**config.mk**
```make
export PLATFORM = sky130hd
export DESIGN_NAME = pc_alu_core
export DESIGN_NICKNAME = d
export VERILOG_FILES = /design/src/rtl/pc_alu_pkg.sv /design/src/rtl/pc_alu_core_alu.sv /design/src/rtl/pc_alu_core.sv
export SDC_FILE = /design/constraint.sdc
export NUM_CORES = 2
export LEC_CHECK = 0
export CAP_MARGIN = 30
export CORE_ASPECT_RATIO = 0.7
export CORE_MARGIN = 1
export CORE_UTILIZATION = 35
export CTS_CLUSTER_SIZE = 30
export DETAILED_ROUTE_END_ITERATION = 6
export MAX_ROUTING_LAYER = met4
export PLACE_DENSITY = 0.61
export SKIP_LAST_GASP = 1
export SYNTH_ARGS = -nofsm -noshare
export SYNTH_HDL_FRONTEND = slang
export SYNTH_SLANG_ARGS = --single-unit
```
**constraint.sdc**
```tcl
create_clock -name clk -period 20.6 [get_ports clk]
set_input_delay 4.12 -clock clk [delete_from_list [all_inputs] [get_ports clk]]
set_output_delay 4.12 -clock clk [all_outputs]
set_load 0.01 [all_outputs]
```
**src/rtl/pc_alu_pkg.sv**
```systemverilog
// pc_alu_pkg: shared widths, PC step and ALU opcode encodings
package pc_alu_pkg;
  localparam int PC_W = 12;
  localparam int XLEN = 32;
  localparam logic [PC_W-1:0] PC_STEP = PC_W'(4);
  typedef enum logic [4:0] {
    ALU_ADD   = 5'd0,
    ALU_SUB   = 5'd1,
    ALU_AND   = 5'd2,
    ALU_OR    = 5'd3,
    ALU_XOR   = 5'd4,
    ALU_SLL   = 5'd5,
    ALU_SRL   = 5'd6,
    ALU_SRA   = 5'd7,
    ALU_SLT   = 5'd8,
    ALU_PASSB = 5'd9,
    ALU_MUL   = 5'd10
  } alu_op_e;
endpackage

```
**src/rtl/pc_alu_core_alu.sv**
```systemverilog
// alu_core: combinational 32-bit ALU with zero and less-than flags
// ports: op/sign/a/b in; result, zero (result==0), neg (a<b per sign) out
module alu_core
  import pc_alu_pkg::*;
(
  input  logic [4:0]      op,
  input  logic            sign,
  input  logic [XLEN-1:0] a,
  input  logic [XLEN-1:0] b,
  output logic [XLEN-1:0] result,
  output logic            zero,
  output logic            neg
);
  logic lt;
  // true comparison rather than the sign of a-b, so it cannot be fooled by overflow
  assign lt = sign ? ($signed(a) < $signed(b)) : (a < b);
  always_comb begin
    result = '0;
    case (op)
      ALU_ADD:   result = a + b;
      ALU_SUB:   result = a - b;
      ALU_AND:   result = a & b;
      ALU_OR:    result = a | b;
      ALU_XOR:   result = a ^ b;
      ALU_SLL:   result = a << b[4:0];
      ALU_SRL:   result = a >> b[4:0];
      ALU_SRA:   result = $signed(a) >>> b[4:0];
      ALU_SLT:   result = {{(XLEN-1){1'b0}}, lt};
      ALU_PASSB: result = b;
      ALU_MUL:   result = a * b;
      default:   result = '0;
    endcase
  end
  assign zero = result == '0;
  assign neg  = lt;
endmodule

```
**src/rtl/pc_alu_core.sv**
```systemverilog
// pc_alu_core: fetch PC register with stall enable plus PC+4, and execute-stage ALU
// ports: clk/rst, pc_we/pc_next -> pc, pc_plus4; alu_op/alu_sign/alu_a/alu_b -> alu_result/zero/neg
module pc_alu_core
  import pc_alu_pkg::*;
(
  input  logic            clk,
  input  logic            rst,
  input  logic            pc_we,
  input  logic [PC_W-1:0] pc_next,
  output logic [PC_W-1:0] pc,
  output logic [PC_W-1:0] pc_plus4,
  input  logic [4:0]      alu_op,
  input  logic            alu_sign,
  input  logic [XLEN-1:0] alu_a,
  input  logic [XLEN-1:0] alu_b,
  output logic [XLEN-1:0] alu_result,
  output logic            alu_zero,
  output logic            alu_neg
);
  always_ff @(posedge clk)
    if (rst) pc <= '0;
    else if (pc_we) pc <= pc_next;
  assign pc_plus4 = pc + PC_STEP;
  alu_core u_alu (
    .op(alu_op),
    .sign(alu_sign),
    .a(alu_a),
    .b(alu_b),
    .result(alu_result),
    .zero(alu_zero),
    .neg(alu_neg)
  );
endmodule

```
==> summary.md <==
| Metric | Value |
|---|---|
| Status | completed |
| Post-synth cell types | 95 |
| Share of post-route cells with drive strength above 1 | 0.06529 |
| Worst reg-to-reg path cell count | 2 |
| DR WL/cell | 31.15 um |
| Die W | 323.0 um |
| Rows | 81 |
| Worst path max stage delay | 0.98 ns |
| H-tree Lvls | 1 |
| IO Port Bufs | 142 |
| Reg clk slew, reported paths | 0.04 ns |
| CTS Hold Bufs | 0 |
| Layout area overhead | 10.26% |
| Hold Vio Cnt, Final | 0 |
| Synth Instances | 3169 |
| Remaining routing DRC violations | 0 |
| Post-CTS Setup Bufs | 0 |
| Seq/Total Area, Yosys | 0.009519 |
| Ys flop type | dfxtp_1 |
| Reg2reg end | pc[2] |
| R2R setup slack | 19.83 ns |
| Crit. Startpoint | alu_b[5] |
| GRT Util Overall | 0.3652 |
| CTS root buf | clkbuf_16 |
| Critical path capture point type | primary output |
| Initial DRC count | 3712 |
| Dpl cells | 4148 |
| Worst path arrival time | 14.57 ns |
| Die height | 226.7 um |
| Worst-Skew Late Latency | 0.24 ns |
| Max FFs per register | 12 |
| Final period util | 0.9074 |
| Slew HR | 0.1829 |
| Length of the first detailed-routing pass in iterations | 6 |
| Setup tns final | 0 ns |
| First-pass GRT wire length | 184500 um |
| Crit-path max FO | 23 |
| Net Count, Synth | 3885 |
| Core footprint | 0.07054 mm2 |
| WS Path Type | input port to primary output |
| CTS max path bufs | 2 |
| Slowest CP cell | inv_1 |
| Grt total ovfl | 0 |
| Yosys warns | 0 |
| Syn avg cell area | 7.964 um2 |
| CP Launch Type | input port |
| Worst hold path class | register to register |
| Final Wtd Congestion | 1.076 |
| Initial antenna violation count | 8 |
| Crit path to | alu_zero |
| DP Area | 0.02770 mm2 |
| Total CTS buffers | 3 |
| Top flop regs | pc x12 |
| TritonCTS clock tree | done |
| Post-synth EDFFs | 0 |
| Mapped Area | 0.02524 mm2 |
| #FFs+latches synth | 12 |
| Most used cell, CP | fa_1 |
| DPL Wire Length | 103200 um |
| Fmax | 0.05350 GHz |
| WP data required | 16.48 ns |
| Vias in the first global route | 24260 |
| Final Net Count | 3918 |
| Worst-Margin Slew | 1.192 ns |
| Clock Sinks | 12 |
| Total of max-cap violations | 0 |
| Finished Layout Cells | 4161 |
| Clock Skews | 0 ns |
| Reg2reg start | pc[2] |
| Routed Antenna Nets | 0 |
| RSZ-0062 raised after global routing | no |
| Ports | 143 |
| Final WL | 129600 um |
| Pins Over Slew Limit | 0 |
| FFs w/ async S/R, synth | 0 |
| Post-layout minimum cycle time | 18.69 ns |
| Post-CTS sizing | 0 |
| Vias per cell | 6.164 |
| Final instance area | 0.02783 mm2 |
| Largest net degree at the start of global routing | 44 |
| Final count of negative-setup-slack endpoints | 0 |
| Vias | 25650 |
| Die Area | 0.07320 mm2 |
| Reg with most FFs | pc |
| Starting Density | 0.3578 |
[cells in the final DEF, fill, tap and decap left out, drive strengths merged, types with 25 or more instances in the layout]
cell type and count:
a211oi 36, a21oi 121, a221oi 25, buf 98
clkdlybuf4s50 137, fa 410, ha 221, inv 475
mux2i 57, mux4 50, nand2 332, nand3 55
nor2 466, nor3 42, o211ai 34, o21ai 90
xnor2 75
[through the flow]
| step | util | hold WS (ns) | setup slack [ns] |
|---|---|---|---|
| global placement | 0.3912 | 0.5129 | 2.359 |
| global route | 0.3944 | 0.5644 | 1.655 |
| CTS | 0.3940 | 0.5413 | 2.183 |
| finish | 0.3945 | 0.5331 | 1.907 |
| floorplan | - | 0.5442 | 3.786 |
| detailed placement | 0.3927 | 0.5306 | 2.198 |
[worst min-delay path by stage]
stage	start	endpoint	slack, ns	cells past startpoint
floorplan	pc[0]	pc[0]	0.54	2
global placement	pc[1]	pc[1]	0.51	2
detailed placement	pc[1]	pc[1]	0.53	2
CTS	pc[1]	pc[1]	0.54	2
global route	pc[1]	pc[1]	0.56	2
finish	pc[1]	pc[1]	0.53	2
[kinds of logic after synthesis]
family / synth area share
buffers and inverters: 0.1084
xor gates and xnor gates: 0.03332
muxes: 0.07779
adders and majority gates: 0.4348
DFF: 0.009519
AOI/OAI and AO/OA: 0.1610
and+or+nand+nor: 0.1752
[cells in the mapped netlist, drive strengths merged, types with 9 or more instances]
master	count	area, um2
a211oi	36	270.3
mux4	50	1145
fa	410	8208
xor2	21	183.9
a311oi	9	78.83
nor2	466	1752
a22o	10	87.58
inv	474	1779
o31ai	12	90.09
nor2b	18	112.6
nand2b	20	125.1
xnor2	75	656.9
nor3	42	215.2
o22ai	21	131.4
mux2i	57	570.6
a211o	17	148.9
dfxtp	12	240.2
o21ai	90	450.4
a221oi	25	225.2
a2bb2oi	10	87.58
o21bai	9	67.56
o221ai	16	140.1
clkbuf	141	529.3
o2111ai	12	105.1
a21o	23	172.7
a22oi	24	180.2
nand4	16	100.1
nor4	12	81.33
o211ai	34	269.0
o21a	11	82.58
nand3	55	275.3
a21oi	121	609.3
mux2	22	247.7
clkinv	12	45.04
buf	67	382.9
a221o	9	90.09
or3	16	100.1
nand2	332	1246
a31oi	12	75.07
ha	221	2765
[critical path: cells and delay by family]
family	cells	cell delay [ns]
buffers and inverters	7	2.55
adder cells (fa/ha/maj)	9	4.26
AO/OA/AOI/OAI	7	2.21
AND/OR/NAND/NOR	6	1.36
[layout make-up]
cell class                 instances  area, um2
timing repair buffer             236       2172
multi-input combinational       2463      22290
antenna                            6      15.01
tap                              954       1194
sequential                        12      240.2
fill                            7351      42710
inverter                         486       1824
clock buffer                       4      88.84
[metal layers]
layer / global-route usage / wire (um) / share of wire
met5: - / 0 / 0
met4: 0.09249 / 3946 / 0.030
met3: 0.1066 / 18140 / 0.14
met2: 0.4702 / 49350 / 0.38
met1: 0.5435 / 58160 / 0.45
Power is not shown: default switching activity piles up to over one toggle a cycle in this logic, so the estimate is an artifact.
